**config.mk**
```make
export PLATFORM = sky130hd
export DESIGN_NAME = tlb_op_ctrl_flat
export DESIGN_NICKNAME = d
export VERILOG_FILES = /design/src/rtl/tlb_op_ctrl_pkg.sv /design/src/rtl/tlb_op_ctrl_if.sv /design/src/rtl/tlb_op_ctrl_inv_match.sv /design/src/rtl/tlb_op_ctrl.sv /design/src/flat_wrapper.sv
export SDC_FILE = /design/constraint.sdc
export NUM_CORES = 1
export LEC_CHECK = 0
export CAP_MARGIN = 20
export CORE_MARGIN = 5
export CORE_UTILIZATION = 45
export CTS_CLUSTER_SIZE = 30
export DETAILED_ROUTE_END_ITERATION = 12
export PLACE_DENSITY = 0.86
export SLEW_MARGIN = 20
export SYNTH_ARGS = -nofsm -noshare
export SYNTH_HDL_FRONTEND = slang
export SYNTH_HIERARCHICAL = 1
export SYNTH_SLANG_ARGS = --single-unit
```
**constraint.sdc**
```tcl
create_clock -name clk -period 2.3 [get_ports clk]
set_input_delay 0.46 -clock clk [delete_from_list [all_inputs] [get_ports clk]]
set_output_delay 0.46 -clock clk [all_outputs]
set_load 0.01 [all_outputs]
```
**src/rtl/tlb_op_ctrl_pkg.sv**
```systemverilog
// Shared types and constants for the TLB maintenance-op sequencer and the
// INVTLB / TLBSRCH match logic.
package tlb_op_pkg;

  // WB-committed TLB op codes
  typedef enum logic [1:0] {
    OP_RD   = 2'd0,
    OP_WR   = 2'd1,
    OP_FILL = 2'd2,
    OP_INV  = 2'd3
  } req_op_e;

  // INVTLB op field encodings; anything above INV_GA_VA matches nothing
  localparam logic [4:0] INV_ALL0        = 5'd0;
  localparam logic [4:0] INV_ALL1        = 5'd1;
  localparam logic [4:0] INV_G           = 5'd2;
  localparam logic [4:0] INV_NG          = 5'd3;
  localparam logic [4:0] INV_NG_ASID     = 5'd4;
  localparam logic [4:0] INV_NG_ASID_VA  = 5'd5;
  localparam logic [4:0] INV_GA_VA       = 5'd6;

  // Sequencer states
  typedef enum logic [2:0] {
    S_IDLE      = 3'd0,
    S_WRITE     = 3'd1,
    S_RD_WAIT   = 3'd2,
    S_INV_SWEEP = 3'd3,
    S_INV_DRAIN = 3'd4
  } state_e;

  // Page-size encodings held in the entry PS field
  localparam logic [5:0] PS_4K = 6'd12;
  localparam logic [5:0] PS_4M = 6'd21;

  // VPN compare honouring the entry's page size: a 4M page ignores the
  // low 9 bits of the vppn; any other size compares the full vppn.
  function automatic logic vpn_eq(input logic [18:0] e_vppn,
                                  input logic [18:0] vpn,
                                  input logic [5:0]  e_ps);
    if (e_ps == PS_4M) begin
      return e_vppn[18:9] == vpn[18:9];
    end
    return e_vppn == vpn;
  endfunction

endpackage

```
**src/rtl/tlb_op_ctrl_if.sv**
```systemverilog
// WB -> TLB op controller request channel. WB is the master; the controller
// accepts in the cycle it shows req_ready with req_valid high and no flush.
interface tlb_op_ctrl_if #(
  parameter int IDXW = 4
);

  logic            req_valid;
  logic            req_ready;
  logic [1:0]      req_op;
  logic [IDXW-1:0] csr_index;
  logic [4:0]      inv_op;
  logic [9:0]      inv_asid;
  logic [18:0]     inv_vpn;
  logic            flush;

  modport master (
    output req_valid,
    output req_op,
    output csr_index,
    output inv_op,
    output inv_asid,
    output inv_vpn,
    output flush,
    input  req_ready
  );

  modport slave (
    input  req_valid,
    input  req_op,
    input  csr_index,
    input  inv_op,
    input  inv_asid,
    input  inv_vpn,
    input  flush,
    output req_ready
  );

endinterface

```
**src/rtl/tlb_op_ctrl_inv_match.sv**
```systemverilog
// Combinational INVTLB entry-match: decides whether one TLB entry is
// selected by an INVTLB op/asid/va triple. Also used by the TLBSRCH path.
module tlb_inv_match
  import tlb_op_pkg::*;
(
  input  logic [4:0]  inv_op,
  input  logic [9:0]  inv_asid,
  input  logic [18:0] inv_vpn,
  input  logic        e_g,
  input  logic [9:0]  e_asid,
  input  logic [18:0] e_vppn,
  input  logic [5:0]  e_ps,
  output logic        match
);

  logic asid_hit;
  logic vpn_hit;

  assign asid_hit = (e_asid == inv_asid);
  assign vpn_hit  = vpn_eq(e_vppn, inv_vpn, e_ps);

  // Select the match rule for the op; unknown ops select nothing
  always_comb begin
    match = 1'b0;
    case (inv_op)
      INV_ALL0,
      INV_ALL1:       match = 1'b1;
      INV_G:          match = e_g;
      INV_NG:         match = !e_g;
      INV_NG_ASID:    match = !e_g && asid_hit;
      INV_NG_ASID_VA: match = !e_g && asid_hit && vpn_hit;
      INV_GA_VA:      match = (e_g || asid_hit) && vpn_hit;
      default:        match = 1'b0;
    endcase
  end

endmodule

```
**src/rtl/tlb_op_ctrl.sv**
```systemverilog
// TLB maintenance-op sequencer. Accepts one TLBRD/TLBWR/TLBFILL/INVTLB from
// WB at a time, drives the TLB's single read and write port, and holds the
// pipeline (busy) until the op retires (done).
//
// state       | meaning
// ------------+------------------------------------------------------------
// S_IDLE      | ready; read port follows csr_index so a TLBRD issues at accept
// S_WRITE     | one-cycle full-entry write (TLBWR index or TLBFILL victim)
// S_RD_WAIT   | read data back; load it into the CSRs
// S_INV_SWEEP | issue read of sweep_cnt; clear-compare of previous index
// S_INV_DRAIN | clear-compare of the last entry, then retire
//
// The INVTLB compare/write stage trails the read stage by one cycle because
// read data returns the cycle after the index is presented. The write strobe
// during a sweep is therefore combinational from the returned entry.
module tlb_op_ctrl
  import tlb_op_pkg::*;
#(
  parameter int TLBNUM = 16,
  parameter int IDXW   = 4
) (
  input  logic            clk,
  input  logic            reset,
  tlb_op_ctrl_if.slave    bus,
  output logic [IDXW-1:0] tlb_r_index,
  input  logic            tlb_r_e,
  input  logic            tlb_r_g,
  input  logic [9:0]      tlb_r_asid,
  input  logic [18:0]     tlb_r_vppn,
  input  logic [5:0]      tlb_r_ps,
  output logic            tlb_we,
  output logic [IDXW-1:0] tlb_w_index,
  output logic            tlb_w_clr,
  output logic            csr_rd_we,
  output logic            busy,
  output logic            done
);

  localparam logic [IDXW-1:0] LAST_IDX = IDXW'(TLBNUM - 1);

  state_e          state;
  logic [IDXW-1:0] fill_cnt;
  logic [IDXW-1:0] sweep_cnt;
  logic [IDXW-1:0] idx_q;
  logic [IDXW-1:0] cmp_idx_q;
  logic            cmp_valid_q;
  logic            wr_we_q;
  logic            done_q;
  logic            csr_rd_we_q;
  logic [4:0]      inv_op_q;
  logic [9:0]      inv_asid_q;
  logic [18:0]     inv_vpn_q;
  logic            accept;
  logic            inv_hit;

  assign busy          = (state != S_IDLE);
  assign bus.req_ready = !busy;
  assign accept        = bus.req_valid && !bus.flush && !busy;

  // Free-running TLBFILL victim pointer; wraps naturally at TLBNUM
  always_ff @(posedge clk) begin
    if (reset) begin
      fill_cnt <= '0;
    end else begin
      fill_cnt <= fill_cnt + 1'b1;
    end
  end

  // Op sequencer: state, sweep pointer, latched operands, registered strobes
  always_ff @(posedge clk) begin
    if (reset) begin
      state       <= S_IDLE;
      sweep_cnt   <= '0;
      idx_q       <= '0;
      cmp_idx_q   <= '0;
      cmp_valid_q <= 1'b0;
      wr_we_q     <= 1'b0;
      done_q      <= 1'b0;
      csr_rd_we_q <= 1'b0;
      inv_op_q    <= '0;
      inv_asid_q  <= '0;
      inv_vpn_q   <= '0;
    end else begin
      wr_we_q     <= 1'b0;
      done_q      <= 1'b0;
      csr_rd_we_q <= 1'b0;
      cmp_valid_q <= 1'b0;
      case (state)
        S_IDLE: begin
          if (accept) begin
            idx_q      <= bus.csr_index;
            inv_op_q   <= bus.inv_op;
            inv_asid_q <= bus.inv_asid;
            inv_vpn_q  <= bus.inv_vpn;
            case (req_op_e'(bus.req_op))
              OP_RD: begin
                state       <= S_RD_WAIT;
                csr_rd_we_q <= 1'b1;
                done_q      <= 1'b1;
              end
              OP_WR: begin
                state   <= S_WRITE;
                wr_we_q <= 1'b1;
                done_q  <= 1'b1;
              end
              OP_FILL: begin
                state   <= S_WRITE;
                idx_q   <= fill_cnt;
                wr_we_q <= 1'b1;
                done_q  <= 1'b1;
              end
              default: begin
                state     <= S_INV_SWEEP;
                sweep_cnt <= '0;
              end
            endcase
          end
        end
        S_WRITE,
        S_RD_WAIT: begin
          state <= S_IDLE;
        end
        S_INV_SWEEP: begin
          cmp_valid_q <= 1'b1;
          cmp_idx_q   <= sweep_cnt;
          sweep_cnt   <= sweep_cnt + 1'b1;
          if (sweep_cnt == LAST_IDX) begin
            state  <= S_INV_DRAIN;
            done_q <= 1'b1;
          end
        end
        S_INV_DRAIN: begin
          state <= S_IDLE;
        end
        default: begin
          state <= S_IDLE;
        end
      endcase
    end
  end

  tlb_inv_match u_inv_match (
    .inv_op   (inv_op_q),
    .inv_asid (inv_asid_q),
    .inv_vpn  (inv_vpn_q),
    .e_g      (tlb_r_g),
    .e_asid   (tlb_r_asid),
    .e_vppn   (tlb_r_vppn),
    .e_ps     (tlb_r_ps),
    .match    (inv_hit)
  );

  // Read-port index: live csr_index in IDLE so TLBRD issues on accept
  always_comb begin
    tlb_r_index = idx_q;
    if (state == S_IDLE) begin
      tlb_r_index = bus.csr_index;
    end else if (state == S_INV_SWEEP) begin
      tlb_r_index = sweep_cnt;
    end
  end

  // Write port: sweep compare stage clears E only; WRITE state writes full entry
  always_comb begin
    tlb_we      = wr_we_q || (cmp_valid_q && inv_hit && tlb_r_e);
    tlb_w_index = cmp_valid_q ? cmp_idx_q : idx_q;
    tlb_w_clr   = cmp_valid_q;
  end

  assign done      = done_q;
  assign csr_rd_we = csr_rd_we_q;

endmodule
```
**src/flat_wrapper.sv**
```systemverilog
// flat-port wrapper written by rule: the top's interface ports become plain ports
module tlb_op_ctrl_flat import tlb_op_pkg::*;
#(
  parameter int TLBNUM = 16,
  parameter int IDXW   = 4
)
  (clk, reset, tlb_r_index, tlb_r_e, tlb_r_g, tlb_r_asid, tlb_r_vppn, tlb_r_ps, tlb_we, tlb_w_index, tlb_w_clr, csr_rd_we, busy, done, bus_req_valid, bus_req_op, bus_csr_index, bus_inv_op, bus_inv_asid, bus_inv_vpn, bus_flush, bus_req_ready);
  tlb_op_ctrl_if #(.IDXW(IDXW)) bus_i ();
  input  logic clk;
  input  logic reset;
  output logic [IDXW-1:0] tlb_r_index;
  input  logic tlb_r_e;
  input  logic tlb_r_g;
  input  logic [9:0] tlb_r_asid;
  input  logic [18:0] tlb_r_vppn;
  input  logic [5:0] tlb_r_ps;
  output logic tlb_we;
  output logic [IDXW-1:0] tlb_w_index;
  output logic tlb_w_clr;
  output logic csr_rd_we;
  output logic busy;
  output logic done;
  input wire logic [$bits(bus_i.req_valid)-1:0] bus_req_valid;
  input wire logic [$bits(bus_i.req_op)-1:0] bus_req_op;
  input wire logic [$bits(bus_i.csr_index)-1:0] bus_csr_index;
  input wire logic [$bits(bus_i.inv_op)-1:0] bus_inv_op;
  input wire logic [$bits(bus_i.inv_asid)-1:0] bus_inv_asid;
  input wire logic [$bits(bus_i.inv_vpn)-1:0] bus_inv_vpn;
  input wire logic [$bits(bus_i.flush)-1:0] bus_flush;
  output wire logic [$bits(bus_i.req_ready)-1:0] bus_req_ready;
  assign bus_i.req_valid = bus_req_valid;
  assign bus_i.req_op = bus_req_op;
  assign bus_i.csr_index = bus_csr_index;
  assign bus_i.inv_op = bus_inv_op;
  assign bus_i.inv_asid = bus_inv_asid;
  assign bus_i.inv_vpn = bus_inv_vpn;
  assign bus_i.flush = bus_flush;
  assign bus_req_ready = bus_i.req_ready;
  tlb_op_ctrl #(.TLBNUM(TLBNUM), .IDXW(IDXW)) u_core (.clk(clk), .reset(reset), .bus(bus_i), .tlb_r_index(tlb_r_index), .tlb_r_e(tlb_r_e), .tlb_r_g(tlb_r_g), .tlb_r_asid(tlb_r_asid), .tlb_r_vppn(tlb_r_vppn), .tlb_r_ps(tlb_r_ps), .tlb_we(tlb_we), .tlb_w_index(tlb_w_index), .tlb_w_clr(tlb_w_clr), .csr_rd_we(csr_rd_we), .busy(busy), .done(done));
endmodule
```
[Word-level counts from Yosys, hierarchy flattened]
Index checks and enable logic that the tools add are counted.
Storage, ports and cells
  bits in registers: 57
  bits of input ports: 81
  output and inout bits: 14
  word-level logic and storage cells: 79
Cells by class
  add/subtract/negate cells: 2
  eq/ne operators: 17
  muxes and demuxes: 22
  bitwise gates (word level): 2
  reduce and logical (&&, ||, !) cells: 24
Operators with widths (number)
  $mux W4: 6
  $eq A10 B10 Y1: 2
  $eq A19 B19 Y1: 1
  $eq A5 B3 Y1 const B: 3
  $eq A5 B2 Y1 const B: 2
  $mux W1: 9
  $add A4 B1 Y4 const B: 2
  $pmux W4 S2: 1
  $logic_and A1 B1 Y1: 7
  $eq A6 B5 Y1 const B: 1
  $mux W3: 2
  $pmux W1 S6: 1
  $pmux W3 S2: 1
  $reduce_or A3 Y1: 2
  $eq A5 B1 Y1 const B: 1
  $logic_not A5 Y1: 1
  $eq A4 B4 Y1 const B: 1
  $ne A2 B1 Y1 const B: 2
  $pmux W2 S2: 1
  $reduce_and A2 Y1: 2
  $reduce_or A2 Y1: 2
  $eq A3 B2 Y1 const B: 1
  $logic_not A1 Y1: 3
  $logic_not A3 Y1: 1
  10 further kinds: 12

[Longest topological paths before layout]
  depth after elaboration: 8
  mapped depth: 6
  mapped depth without buffers: 6

[Modules after synthesis]
Netlist, hierarchy kept.
Modules (own cells, without submodules)
  tlb_op_ctrl: times used 1, cells each 277, area an instance 2363.5 sq um
  tlb_inv_match: times used 1, cells each 52, area an instance 409.1 sq um

[Worst setup path after synthesis]
Ideal clock, no wire load.
  kind: in2out
  start point: input tlb_r_asid[1]
  end point: output tlb_we
  data arrival time: 1.631 ns
  required time: 1.840 ns
  path slack: 0.209 ns
  stages: 6
  cells stage by stage: xor2_1 -> or4_4 -> nor3_2 -> a31oi_1 -> o21ai_1 -> a31o_2
On the way
  word-level cells in the longest chain between the ends: 7
  elaborated cells on any way between the ends: 9
  those cells by class: eq/ne: 1; mux: 1; reduce/logical: 7
Ends and longest elaborated chain
  start, declared: RTL line flat_wrapper.sv:14  | input logic [9:0] tlb_r_asid;
  $eq A10 B10 Y1 (*): RTL line tlb_op_ctrl_inv_match.sv:19  | assign asid_hit = (e_asid == inv_asid);
  $logic_or A1 B1 Y1 / $logic_and A1 B1 Y1 (equally long branches): RTL line tlb_op_ctrl_inv_match.sv:32, tlb_op_ctrl_inv_match.sv:30, tlb_op_ctrl_inv_match.sv:31
  $logic_and A1 B1 Y1, on equally long branches: RTL line tlb_op_ctrl_inv_match.sv:32, tlb_op_ctrl_inv_match.sv:31
  $pmux W1 S6 (*): RTL line tlb_op_ctrl_inv_match.sv:25  | case (inv_op)
  named net u_core.inv_hit: RTL line tlb_op_ctrl.sv:54  | logic inv_hit;
  $logic_and A1 B1 Y1 (*) (2 in series): RTL line tlb_op_ctrl.sv:165  | tlb_we = wr_we_q || (cmp_valid_q && inv_hit && tlb_r_e);
  $logic_or A1 B1 Y1 (*): RTL line tlb_op_ctrl.sv:165
  end, declared: RTL line flat_wrapper.sv:17  | output logic tlb_we;
Mark *: on every way through the listed nets, which the timed path passes. The rest lies on a longest branch.

[Worst setup path after layout]
  start point: input tlb_r_vppn[13]
  end point: output tlb_we
On the way
  word-level cells in the longest chain between the ends: 8
  elaborated cells on any way between the ends: 10
  those cells by class: eq/ne: 2; mux: 3; reduce/logical: 5
Ends and longest elaborated chain
  start, declared: RTL line flat_wrapper.sv:15  | input logic [18:0] tlb_r_vppn;
  $eq A10 B10 Y1: RTL line tlb_op_ctrl_pkg.sv:41  | return e_vppn[18:9] == vpn[18:9];
  $mux W1: RTL line tlb_op_ctrl_pkg.sv:40  | if (e_ps == PS_4M) begin
  $mux W1 (*): RTL line tlb_op_ctrl_pkg.sv:43  | return e_vppn == vpn;
  $logic_and A1 B1 Y1, on equally long branches: RTL line tlb_op_ctrl_inv_match.sv:32, tlb_op_ctrl_inv_match.sv:31
  $pmux W1 S6 (*): RTL line tlb_op_ctrl_inv_match.sv:25
  named net u_core.inv_hit: RTL line tlb_op_ctrl.sv:54
  $logic_and A1 B1 Y1 (*) (2 in series): RTL line tlb_op_ctrl.sv:165
  $logic_or A1 B1 Y1 (*): RTL line tlb_op_ctrl.sv:165
Mark *: on every way through the listed nets, which the timed path passes. The rest lies on a longest branch. The select of a mux whose other input is x is not followed.

==> qor.yml <==
global_route:
  grt_max_degree: 38
  grt_first_pass_wirelength_um: 12220
  gr_usage_total_pct: 19.95
  vias_in_the_first_global_route: 2710
  grt-ovfl-total: 0
  antenna_violations_before_repair: 0
cells_and_area:
  post_route_cells_drive_above_1_share_pct: 10.56
  post-route-util_pct: 67.00
  flow.area_growth_from_synthesis_pct: 43.91
  num-nets-final: 508
  antenna_cells_inserted: 0
sta:
  max_freq_mhz: 398.8
  timing.final.crit_period_ps: 2508
  fin_worst_skew_ps: 9.754
  crit_path_setup_slack_layout_ps: -207.7
  setup_viol: 1
  worst-slew-pin-transition_ps: 649.3
  rsz_0062_raised_after_global_routing: "yes"
  report.final.slew_viol_count: 0
  min_period_over_period_pct: 109.0
  slew_headroom_pct: 56.71
  timing_hold_violations_final: 0
synth:
  synth-edff-count: 0
  top_cell_types_by_occurrence_after_synthesis: "sky130_fd_sc_hd__dfxtp_1, sky130_fd_sc_hd__a21oi_1, sky130_fd_sc_hd__nand3_1"
  syn_nets: 415
  post_synth_main_area_contributors: "sky130_fd_sc_hd__dfxtp_1, sky130_fd_sc_hd__a21oi_1, sky130_fd_sc_hd__nand3_1"
  share_of_synthesized_registers_carrying_an_async_set_or_reset_pct: 0
  synthFlopType: "sky130_fd_sc_hd__dfxtp_1"
  post_synth_inst_count: 329
  netlist-cell-type-count: 45
  average_size_of_a_mapped_cell_um2: 8.428
  ys_ff_latch: 57
  yosys.area.top_type: "sky130_fd_sc_hd__dfxtp_1"
  syn-cell-area_mm2: 0.002773
  seq_area_frac_synth_pct: 41.16
  synth.top_cell.area_share_pct: 41.16
  most_used_standard_cell_by_instance_count_after_synthesis: "sky130_fd_sc_hd__dfxtp_1"
  ys_warn_count: 6
route:
  routed_via_density: 5.549
  routed-via-count: 2780
  wirelength_um: 7817
  detailedRoute.firstPassIterationCount: 4
  route.antenna.remaining_nets: 0
  average_wire_per_standard_cell_um: 15.60
  first_iter_violations: 130
  detail_route.drc_violations: 0
pwr:
  switching_share_pct: 26.12
  fin_total_pwr_mw: 2.263
  power_leakage_nw: 1.487
  net-switching-power_mw: 0.5912
  combinationalPowerShare_pct: 18.5
  clock_network_power_share_pct: 34.7
  vdd.ir_drop.worst_v: 0.0003226
  power.internal_mw: 1.672
  seqPwrFrac_pct: 46.8
  cellPowerDensity_mw_per_mm2: 567.2
clock_tree:
  tritoncts.num_buffers: 9
  post_cts.repair.setup_buffers: 0
  tritoncts: "yes"
  clkTransAtPathRegs_ps: 60
  cts_hold_buffers: 0
  cts.sink_count: 57
  cts.path.max_buffers: 2
  maximum_level_of_the_cts_h_tree: 3
  clock_tree.root_cell: "sky130_fd_sc_hd__clkbuf_8"
  clock_latency_ps: 340
floorplanning:
  fp.coreArea_mm2: 0.005956
  die_width_um: 88.50
  die_area_mm2: 0.007831
  die_h_um: 88.50
  row_count: 28
  floorplan.initialDensity_pct: 46.55
  num_io_pins: 95
setup_path:
  reg2reg_setup_slack_ps: 650
  critical-path-top-delay-family: "compound AO/OA/AOI/OAI gates"
  critPathLaunchType: "input pin"
  worst_ep_required_time_ps: 1840
  wp_data_arrival_ps: 2050
  cpMaxStageDelayCell: "sky130_fd_sc_hd__clkdlybuf4s50_1"
  critical_path.n_buffers_inverters: 2
  end_kind: "output pin"
  crit_chain: "clkdlybuf4s50_1, xor2_1, nor4_2, o2111ai_1, o21ai_1, a31o_2, buf_6"
  crit_type: "input pin to output pin"
  critical_path.max_stage_delay_ps: 410
  timing.critical_path.fanout_max: 1
place:
  io_buffers: 94
  half_perimeter_wire_length_of_the_detailed_placement_result_um: 5669
  globalplace.congestion: 0.8160
  place_ws_ps: -875.6
status:
  outcome: "complete, but fails checks"
  failed_checks: "negative setup slack"
worst_hold_path:
  hold_class: "flop to flop"
run:
  maxCapViolCount: 0
-- per-stage QoR --
stage | TNS [ps] | instances | instance area, um2 | hold WS [ps]
finish | -207.7 | 501 | 3990 | 459.9
global route | -254.6 | 501 | 3990 | 483.4
CTS | -224.2 | 501 | 3985 | 461.1
detailed placement | -875.6 | 486 | 3814 | 448.4
global placement | -880.0 | 486 | 3814 | 439.5
floorplan | 0 | 329 | 2773 | 429.4
-- power groups by stage --
stage | logic (mW) | clock network, mW | registers, mW
CTS | 0.421 | 0.802 | 1.06
global route | 0.455 | 0.841 | 1.06
detailed placement | 0.424 | 0 | 1.08
global placement | 0.416 | 0 | 1.08
finish | 0.420 | 0.786 | 1.06
floorplan | 0.196 | 0 | 1.07
-- logic make-up after synthesis --
family,Yosys count,share of synthesized area [%]
compound gates,98,19.40
xor+xnor,34,10.74
fa+ha+maj,5,2.256
buf+inv,29,4.513
flops,57,41.16
mux,8,3.069
simple gates,98,18.86
-- cell usage in the layout (no fill, tap or decap), drive strengths merged, types with 5 or more instances in the layout --
| master | instances |
|---|---|
| nor2 | 8 |
| xnor2 | 17 |
| nand2 | 16 |
| o21ai | 37 |
| buf | 16 |
| clkbuf | 11 |
| dfxtp | 57 |
| nand3 | 45 |
| ha | 5 |
| clkdlybuf4s50 | 76 |
| xor2 | 17 |
| a21oi | 46 |
| nor4 | 6 |
| dlygate4sd2 | 14 |
-- state kept, by name, summed over array words and instances (netlist names) --
name / count
u_core/idx_q: 4
u_core/inv_op_q: 5
u_core/cmp_idx_q: 4
u_core/sweep_cnt: 4
u_core/state: 3
u_core/inv_asid_q: 10
u_core/fill_cnt: 4
u_core/inv_vpn_q: 19
u_core/done: 1
u_core/wr_we_q: 1
u_core/csr_rd_we: 1
u_core/tlb_w_clr: 1
-- cell type report --
class	instances	area, um2
Inverter	3	13.76
Timing Repair Buffer	108	1044
Sequential cell	57	1145
Clock inverter	4	20.02
Fill cell	518	1966
Clock buffer	11	141.4
Multi-Input combinational cell	243	1533
Tap cell	75	93.84
-- worst min-delay path, cell delays in order, from the launching register on --
cell and delay, ps:
sky130_fd_sc_hd__dfxtp_1 310, sky130_fd_sc_hd__nand2_1 50, sky130_fd_sc_hd__a21oi_1 60
-- worst paths after layout --
kind                               to           startpoint  cells past startpoint
setup / recovery               tlb_we       tlb_r_vppn[13]                      7
hold / removal    u_core/cmp_idx_q[2]  u_core/cmp_idx_q[2]                      2
setup reg to reg  u_core/sweep_cnt[2]      u_core/state[1]                      5
hold reg to reg   u_core/cmp_idx_q[2]  u_core/cmp_idx_q[2]                      2
-- timing repair --
item	in CTS	in global routing
pin swaps	15	5
resized for setup	27	3
setup endpoints to repair	6	3
-- metal layers --
metal	part of all wire, %	global-route usage [%]	routed length, um	up-vias
met5	0	0	0	-
met4	1.5	8.654	114	0
met1	43	25.03	3372	1308
met2	49	33.51	3819	97
li1	-	-	-	1365
met3	6.5	3.631	511	10
No activity file was read; power rests on OpenSTA's default activity.
